===== src/rtl/instruction_fetch_unit_pkg.sv =====
// Shared definitions for the fetch stage: widths, reset vector, bubble encoding
// and the per-edge action the fetch pipeline takes.
package instruction_fetch_unit_pkg;

  localparam int DataWidthDefault = 16;
  localparam int AddrBitsDefault = 16;
  localparam int ResetVectorDefault = 0;

  // Later stages treat an InstrValid=0 slot as this instruction.
  localparam logic [15:0] NopEncoding = 16'h0000;

  typedef enum logic [1:0] {
    ActAdvance,
    ActStall,
    ActBranch
  } fetchAction_t;

  // A branch redirect always beats a decode stall.
  function automatic fetchAction_t decodeAction(input logic branchTaken, input logic stall);
    if (branchTaken) return ActBranch;
    if (stall) return ActStall;
    return ActAdvance;
  endfunction

endpackage


===== src/rtl/instruction_fetch_unit_skid.sv =====
// One-entry holding register for the instruction whose memory data arrives
// while decode is stalled; selData presents it in place of live memory data.
module fetch_skid_buffer #(
  parameter int DataWidth = 16
) (
  input  logic                 clk,
  input  logic                 rstN,
  input  logic [DataWidth-1:0] readData,
  input  logic                 captureEn,
  input  logic                 flush,
  output logic                 skidValid,
  output logic [DataWidth-1:0] selData
);

  logic [DataWidth-1:0] skidDataReg;
  logic                 skidValidReg;

  always_ff @(posedge clk or negedge rstN) begin
    if (!rstN) begin
      skidDataReg  <= '0;
      skidValidReg <= 1'b0;
    end else if (flush) begin
      skidValidReg <= 1'b0;
    end else if (captureEn) begin
      skidDataReg  <= readData;
      skidValidReg <= 1'b1;
    end
  end

  assign skidValid = skidValidReg;
  assign selData   = skidValidReg ? skidDataReg : readData;

endmodule


===== src/rtl/instruction_fetch_unit.sv =====
// Fetch stage: owns the PC, pairs one-cycle-latency memory data with the PC
// that requested it, and drives the IF/ID register with stall and redirect.
module instruction_fetch_unit
  import instruction_fetch_unit_pkg::*;
#(
  parameter int DataWidth = DataWidthDefault,
  parameter int AddrBits = AddrBitsDefault,
  parameter logic [AddrBits-1:0] ResetVector = AddrBits'(ResetVectorDefault)
) (
  input  logic                 CLK,
  input  logic                 RST_n,
  output logic [AddrBits-1:0]  ReadAddr,
  input  logic [DataWidth-1:0] ReadData,
  input  logic                 Stall,
  input  logic                 BranchTaken,
  input  logic [AddrBits-1:0]  BranchTarget,
  output logic [DataWidth-1:0] Instr,
  output logic [AddrBits-1:0]  InstrPC,
  output logic [AddrBits-1:0]  InstrPCPlus1,
  output logic                 InstrValid
);

  fetchAction_t         action;
  logic [AddrBits-1:0]  pcReg;
  logic [AddrBits-1:0]  f2PcReg;
  logic                 f2ValidReg;
  logic [DataWidth-1:0] instrReg;
  logic [AddrBits-1:0]  instrPcReg;
  logic [AddrBits-1:0]  instrPcPlus1Reg;
  logic                 instrValidReg;
  logic                 skidValid;
  logic [DataWidth-1:0] selData;
  logic                 skidCapture;
  logic                 skidFlush;

  assign action = decodeAction(BranchTaken, Stall);

  // Only the first stall edge sees data for f2PcReg; later ones see a re-read of pcReg.
  assign skidCapture = (action == ActStall) && !skidValid && f2ValidReg;
  assign skidFlush   = (action != ActStall);

  fetch_skid_buffer #(
    .DataWidth(DataWidth)
  ) skid (
    .clk      (CLK),
    .rstN     (RST_n),
    .readData (ReadData),
    .captureEn(skidCapture),
    .flush    (skidFlush),
    .skidValid(skidValid),
    .selData  (selData)
  );

  always_ff @(posedge CLK or negedge RST_n) begin
    if (!RST_n) begin
      pcReg           <= ResetVector;
      f2PcReg         <= '0;
      f2ValidReg      <= 1'b0;
      instrReg        <= DataWidth'(NopEncoding);
      instrPcReg      <= '0;
      instrPcPlus1Reg <= '0;
      instrValidReg   <= 1'b0;
    end else begin
      case (action)
        ActBranch: begin
          pcReg         <= BranchTarget;
          f2ValidReg    <= 1'b0;
          instrValidReg <= 1'b0;
        end
        ActAdvance: begin
          instrReg        <= selData;
          instrPcReg      <= f2PcReg;
          instrPcPlus1Reg <= f2PcReg + AddrBits'(1);
          instrValidReg   <= f2ValidReg;
          f2PcReg         <= pcReg;
          f2ValidReg      <= 1'b1;
          pcReg           <= pcReg + AddrBits'(1);
        end
        default: ;
      endcase
    end
  end

  assign ReadAddr     = pcReg;
  assign Instr        = instrReg;
  assign InstrPC      = instrPcReg;
  assign InstrPCPlus1 = instrPcPlus1Reg;
  assign InstrValid   = instrValidReg;

endmodule


===== config.mk =====
export PLATFORM = sky130hd
export DESIGN_NAME = instruction_fetch_unit
export DESIGN_NICKNAME = d
export VERILOG_FILES = /design/src/rtl/instruction_fetch_unit_pkg.sv /design/src/rtl/instruction_fetch_unit_skid.sv /design/src/rtl/instruction_fetch_unit.sv
export SDC_FILE = /design/constraint.sdc
export NUM_CORES = 1
export LEC_CHECK = 0
export ABC_AREA = 1
export BUFFER_PORTS_ARGS = -buffer_cell sky130_fd_sc_hd__buf_2
export CAP_MARGIN = 20
export CORE_MARGIN = 5
export CORE_UTILIZATION = 58
export CTS_CLUSTER_SIZE = 16
export DETAILED_ROUTE_END_ITERATION = 16
export HOLD_SLACK_MARGIN = 0.15
export PLACE_DENSITY = 0.84
export SYNTH_ARGS = -nofsm -noshare
export SYNTH_HDL_FRONTEND = slang
export SYNTH_SLANG_ARGS = --single-unit

===== constraint.sdc =====
create_clock -name CLK -period 1.9 [get_ports CLK]
set_input_delay 0.19 -clock CLK [delete_from_list [all_inputs] [get_ports CLK]]
set_output_delay 0.19 -clock CLK [all_outputs]
set_load 0.01 [all_outputs]

==> results of run 1 <==
[kinds of logic (layout without fill, tap and decap cells)]
kind of cell / after synthesis / count (layout) / share of synthesized area, %
AO/OA/AOI/OAI: 92 / 92 / 11.1
XOR/XNOR: 2 / 2 / 0.382
adder cells (fa/ha/maj): 2 / 2 / 0.545
buffers and inverters: 66 / 200 / 6.62
flip-flops: 99 / 99 / 54.0
multiplexers: 16 / 16 / 4.74
AND/OR/NAND/NOR: 252 / 252 / 22.7
[metal layers]
metal	wire (um)	global-route usage (%)	share of wire [%]
met1	5060	34.4	42
met2	5800	41.8	48
met3	818	3.54	6.8
met4	398	11.7	3.3
met5	0	0	0
[per-stage QoR]
stage	hold WS, ns	total power [uW]	utilization [%]	setup slack [ns]	area [um2]
floorplan	-0.106	3320	-	0.574	4590
global placement	0.231	3760	67.4	0.419	5210
detailed placement	0.238	3810	67.4	0.371	5210
CTS	0.172	5390	74.2	0.255	5730
global route	0.207	5640	74.2	0.0961	5730
finish	0.176	5380	74.2	0.231	5730
[registers in the layout, summed over array words and instances (netlist names)]
name	cells
Instr	16
skid.skidValid	1
f2PcReg	16
f2ValidReg	1
InstrPCPlus1	16
InstrValid	1
InstrPC	16
skid.skidDataReg	16
ReadAddr	16
[final timing paths]
check | end | cells past startpoint
max | InstrPCPlus1[4]$_DFFE_PN0P_ | 7
min | ReadAddr[13]$_DFFE_PN0P_ | 5
max reg2reg | skid.skidDataReg[7]$_DFFE_PN0P_ | 3
min reg2reg | InstrPC[9]$_DFFE_PN0P_ | 2
max in group asynchronous | InstrPCPlus1[9]$_DFFE_PN0P_ | 3
min in group asynchronous | skid.skidDataReg[1]$_DFFE_PN0P_ | 2
[report_power, final]
| group | internal, uW | switching (uW) |
|---|---|---|
| sequential | 2450 | 258 |
| clock | 767 | 777 |
| combinational | 498 | 629 |
[layout by cell type, fill, tap and decap left out]
master         netlist  layout
o21bai_1             2       2
clkinv_2             0       1
mux2_4              10      10
o21ai_0             44      44
inv_8                0       2
o21ai_1             17      17
nor2_2               2       2
a21oi_1             13      13
nand2_2              1       1
ha_1                 2       2
nand4_1              5       5
o21a_1               2       2
a32oi_1              1       1
inv_1               41      41
nor2_1              64      63
o2111ai_1            1       1
bufinv_16            0       2
xor2_1               2       2
nand3_1             39      39
nand2_4              1       1
mux2_2               6       6
buf_12               0       3
dfrtp_1             99      99
nor3_1               5       5
buf_2                5      99
inv_6                0       2
dlygate4sd3_1        0      29
nand2_1            134     134
o211ai_1            11      11
inv_2                3       3
a22oi_1              1       1
nor2_4               0       1
buf_4                9       9
nand3_4              1       1
clkbuf_8             0       9
[worst reg2reg max path, cell delays in order (launching register included)]
cell	delay [ns]
dfrtp_1	0.40
inv_2	0.30
nand3_4	0.35
mux2_4	0.43
[layout make-up]
type / count / share of cell area, %
clock buffer: 9 / 2.16
tap: 102 / 2.23
sequential: 99 / 43.2
multi-input combinational: 364 / 31.7
clock inverter: 7 / 1.83
inverter: 44 / 2.88
timing repair buffer: 140 / 15.9
==> impl_metrics.csv, run 1 <==
group,metric,value,unit
detailed_routing,ant_nets,0,
worst_setup_path,r2r-start,"skid.skidValid$_DFFE_PN0P_",
synthesis,synth_edf_count,0,
floorplanning,die_x,99.0,um
power_and_ir_drop,power.density,939,mW/mm2
layout,drive_gt1_share,22.9,%
global_route,grt_overflow,0,
worst_setup_path,required,2.18,ns
worst_setup_path,start_kind,"input pin",
detailed_routing,drc,0,
clocking,cts_buffers,9,
timing,rsz0062_at_grt,"no",
job,cap_viol_max_count,0,
clocking,cts_hold_buffers,29,
worst_setup_path,crit_family,"buffers and inverters",
detailed_routing,drtIter0Drc,216,
timing,finalHoldViolations,0,
detailed_routing,drt_pass1_iterations,7,
synthesis,yosysSeqAreaShare,54.0,%
timing,report.final.slew_viol_count,0,
worst_setup_path,slowest_delay,0.52,ns
worst_setup_path,cp_num_buf_inv,4,
clocking,clock_latency,0.37,ns
floorplanning,rows,32,
place,hpwl,8.21,mm
synthesis,syn_avg_cell_area,8.68,um2
global_route,antenna_found_initial,0,
timing,worstMarginPinSlew,0.610,ns
detailed_routing,wl_per_cell,15.8,um
synthesis,yosys-top-cells-area,"dfrtp_1, nand2_1, nor2_1, o21ai_0, nand3_1",
synthesis,ys_warn_count,0,
layout,antenna_cells,0,
power_and_ir_drop,max-vdd-ir-drop,0.000475,V
clocking,post_cts_buffers,0,
clocking,clkTransAtPathRegs,0.09,ns
clocking,cts.sink_count,99,
worst_setup_path,path_cells,"dlygate4sd3_1 -> buf_2 -> inv_1 -> nand2_4 -> buf_4 -> nand2_1 -> o211ai_1",
synthesis,synth_top_cell_by_area,"dfrtp_1",
synthesis,netlist_area,0.00459,mm2
synthesis,ys_types,31,
floorplanning,die_h,99.0,um
clocking,cts-root-buf,"clkbuf_8",
worst_setup_path,path_max_fanout,47,
hold_path,hold_class,"input pin to flip-flop",
timing,tns,0,ns
floorplanning,io_pins,101,
layout,fillCellCount,558,
synthesis,synth_nets,567,
place,dp.cells,720,
worst_setup_path,startpoint,"Stall",
clocking,htreeDepth,3,
place,portBuffers,100,
synthesis,synth_top_area_share,54.0,%
synthesis,ys.flop_type,"dfrtp_1",
synthesis,synth.most_common_cell,"nand2_1",
timing,setup_viol,0,
timing,final.min_clock_period,1.67,ns
power_and_ir_drop,total_leakage_power,0.00290,uW
clocking,clock_path_buffers,2,
clocking,cts_resized,0,
worst_setup_path,r2r_setup_slack,0.32,ns
worst_setup_path,cp_slowest_cell,"dlygate4sd3_1",
timing,slew_headroom,59.3,%
detailed_routing,routed_wl,12.1,mm
layout,seq_area,0.00248,mm2
place,place_congestion,0.891,
worst_setup_path,path_class,"input pin to flip-flop",
synthesis,synth_cells,529,
outcome,status,"finished, final reports clean",
hold_path,hp-start,"BranchTarget[13]",
floorplanning,design.core.area,0.00773,mm2
timing,period_share,87.8,%
layout,nets,696,
worst_setup_path,cp_data_arrival_time,1.95,ns
detailed_routing,vias_per_cell,5.46,
floorplanning,start_util,59.4,%
timing,fmax,0.599,GHz
detailed_routing,dr_total_vias,4179,
synthesis,synthArstFlopShare,100,%
synthesis,ys_seq_elements,99,
floorplanning,die_area,0.00980,mm2
worst_setup_path,critPathCaptureType,"flip-flop",
clocking,tritoncts,"built",
global_route,track_usage,25.7,%
global_route,grt_pass1_vias,4229,
layout,multi_input_area,0.00182,mm2
global_route,grt_first_pass_wirelength,20.4,mm
timing,finalClockSkew,0.0149,ns
layout,area_delta_synth_final,24.8,%
layout,final_cells,765,
synthesis,synth_common_cells,"nand2_1, dfrtp_1, nor2_1, o21ai_0, inv_1",
global_route,grt_max_degree,48,
Power figures use the tool's default switching activity.
==> inputs of run 2 (changes only) <==
--- a/config.mk
+++ b/config.mk
@@ -12,6 +12,7 @@
 export CORE_UTILIZATION = 58
 export CTS_CLUSTER_SIZE = 16
 export DETAILED_ROUTE_END_ITERATION = 16
+export GPL_TIMING_DRIVEN = 0
 export HOLD_SLACK_MARGIN = 0.15
 export PLACE_DENSITY = 0.84
 export SYNTH_ARGS = -nofsm -noshare
==> impl_metrics.csv, run 2 (same netlist as run 1, synthesis figures left out) <==
group,metric,value,unit
power_and_ir_drop,max-vdd-ir-drop,0.000520,V
detailed_routing,ant_nets,0,
worst_setup_path,r2r_setup_slack,0.29,ns
power_and_ir_drop,power.share.sequential,50.2,%
timing,final.min_clock_period,1.70,ns
timing,fin_hold_ws,0.144,ns
power_and_ir_drop,power.density,935,mW/mm2
floorplanning,design.core.area,0.00773,mm2
worst_setup_path,required,2.20,ns
worst_setup_path,cp_data_arrival_time,2.01,ns
layout,nets,708,
global_route,grt_pass1_vias,4359,
floorplanning,die_h,99.0,um
floorplanning,die_x,99.0,um
clocking,clock_latency,0.38,ns
power_and_ir_drop,intPower,3700,uW
layout,finish.utilization,74.6,%
detailed_routing,drc,0,
clocking,cts_buffers,9,
timing,rsz0062_at_grt,"no",
worst_setup_path,path_max_fanout,9,
power_and_ir_drop,clkPwrFrac,28.4,%
global_route,track_usage,27.4,%
worst_setup_path,start_kind,"input pin",
timing,tns,0,ns
floorplanning,start_util,59.4,%
global_route,grt_overflow,0,
clocking,cts-root-buf,"clkbuf_8",
timing,report.final.slew_viol_count,0,
layout,multi_input_area,0.00181,mm2
layout,layout_common_cells,"nand2_1, buf_2, dfrtp_1, nor2_1, o21ai_0",
place,dp.cells,731,
outcome,status,"finished, final reports clean",
layout,drive_gt1_share,23.3,%
power_and_ir_drop,total_leakage_power,0.00291,uW
layout,seq_area,0.00248,mm2
hold_path,hold_class,"input pin to flip-flop",
power_and_ir_drop,power.share.switching,31.3,%
timing,period_share,89.7,%
worst_setup_path,r2r-start,"ReadAddr[1]$_DFFE_PN0P_",
layout,final_common_cell,"nand2_1",
floorplanning,io_pins,101,
worst_setup_path,worst-r2r-cell-count,9,
power_and_ir_drop,p_comb_share,21.4,%
place,placed_area,0.00524,mm2
layout,final_cells,777,
timing,slew_headroom,53.2,%
clocking,htreeDepth,3,
hold_path,hp-start,"BranchTarget[14]",
detailed_routing,dr_total_vias,4344,
floorplanning,die_area,0.00980,mm2
timing,worstMarginPinSlew,0.701,ns
timing,finalClockSkew,0.0123,ns
layout,area_delta_synth_final,25.5,%
power_and_ir_drop,p_switching,1680,uW
clocking,cts_resized,0,
layout,antenna_cells,0,
layout,fillCellCount,558,
detailed_routing,drt_pass1_iterations,6,
floorplanning,rows,32,
hold_path,whs_path_depth,5,
timing,finalHoldViolations,0,
place,hpwl,8.73,mm
detailed_routing,drtIter0Drc,308,
global_route,grt_first_pass_wirelength,21.3,mm
clocking,cts.sink_count,99,
worst_setup_path,critPathCaptureType,"flip-flop",
place,portBuffers,99,
layout,design_area,0.00576,mm2
clocking,clock_path_buffers,2,
place,place_congestion,0.866,
detailed_routing,vias_per_cell,5.59,
worst_setup_path,path_class,"input pin to flip-flop",
global_route,grt_max_degree,56,
timing,fmax,0.587,GHz
global_route,antenna_found_initial,0,
clocking,clkTransAtPathRegs,0.10,ns
detailed_routing,routed_wl,13.0,mm
clocking,tritoncts,"built",
hold_path,hold_end,"ReadAddr[14]$_DFFE_PN0P_",
detailed_routing,wl_per_cell,16.7,um
timing,setup_viol,0,
worst_setup_path,r2r_end,"ReadAddr[12]$_DFFE_PN0P_",
job,cap_viol_max_count,0,
-- run 2: changes by cell type in the layout (fill, tap and decap cells not counted), sizes merged --
cell         previous run  this run
buf                   111       117
clkbuf                  9        14
inv                    48        45
clkinvlp                0         2
clkinv                  1         2
dlygate4sd3            29        30
-- run 2: layout make-up --
cell class	instances	share of cell area [%]
Clock inverter	7	1.76
Inverter	44	2.87
Sequential cell	99	43.0
Multi-Input combinational cell	364	31.4
Buffer	21	2.28
Clock buffer	9	2.15
Timing Repair Buffer	131	14.3
Tap cell	102	2.21
-- run 2: per-layer routing --
layer | vias up | wire, um | track usage [%]
li1 | 2016 | - | -
met4 | 0 | 350 | 10.8
met3 | 39 | 1060 | 5.45
met5 | - | 0 | 0
met1 | 2052 | 5280 | 35.6
met2 | 237 | 6290 | 45.2
-- run 2: timing repair --
action	CTS	global route
endpoints found under the hold margin	94	0
setup endpoints to repair	0	1
hold buffers	30	0
setup buffers	0	1
-- run 2: how the worst max path moves through the flow --
stage	from	endpoint	cells past startpoint
floorplan	ReadAddr[1]$_DFFE_PN0P_	ReadAddr[8]$_DFFE_PN0P_	6
global placement	RST_n	InstrPCPlus1[12]$_DFFE_PN0P_	1
detailed placement	ReadAddr[1]$_DFFE_PN0P_	ReadAddr[12]$_DFFE_PN0P_	9
CTS	Stall	ReadAddr[0]$_DFFE_PN0P_	9
global route	Stall	ReadAddr[0]$_DFFE_PN0P_	8
finish	Stall	ReadAddr[0]$_DFFE_PN0P_	8
-- run 2: power by group through the flow --
stage	sequential, uW	combinational [uW]	clock, uW
3_5_place_dp	2730	1090	0
4_1_cts	2690	1150	1510
2_1_floorplan	2790	530	0
6_report	2700	1150	1530
5_1_grt	2740	1270	1600
3_3_place_gp	2710	1050	0
-- run 2: stage by stage --
step	worst slack (ns)	power, uW
3_5_place_dp	0.375	3820
3_3_place_gp	-0.339	3760
2_1_floorplan	0.574	3320
4_1_cts	0.0544	5350
5_1_grt	0.0775	5620
6_report	0.197	5390
-- run 2: worst max-delay path: stages --
cell	delay [ns]
dlygate4sd3_1	0.53
buf_4	0.17
inv_1	0.12
nand2_4	0.10
nor2_1	0.17
a21oi_1	0.07
dlygate4sd3_1	0.57
o21ai_1	0.07
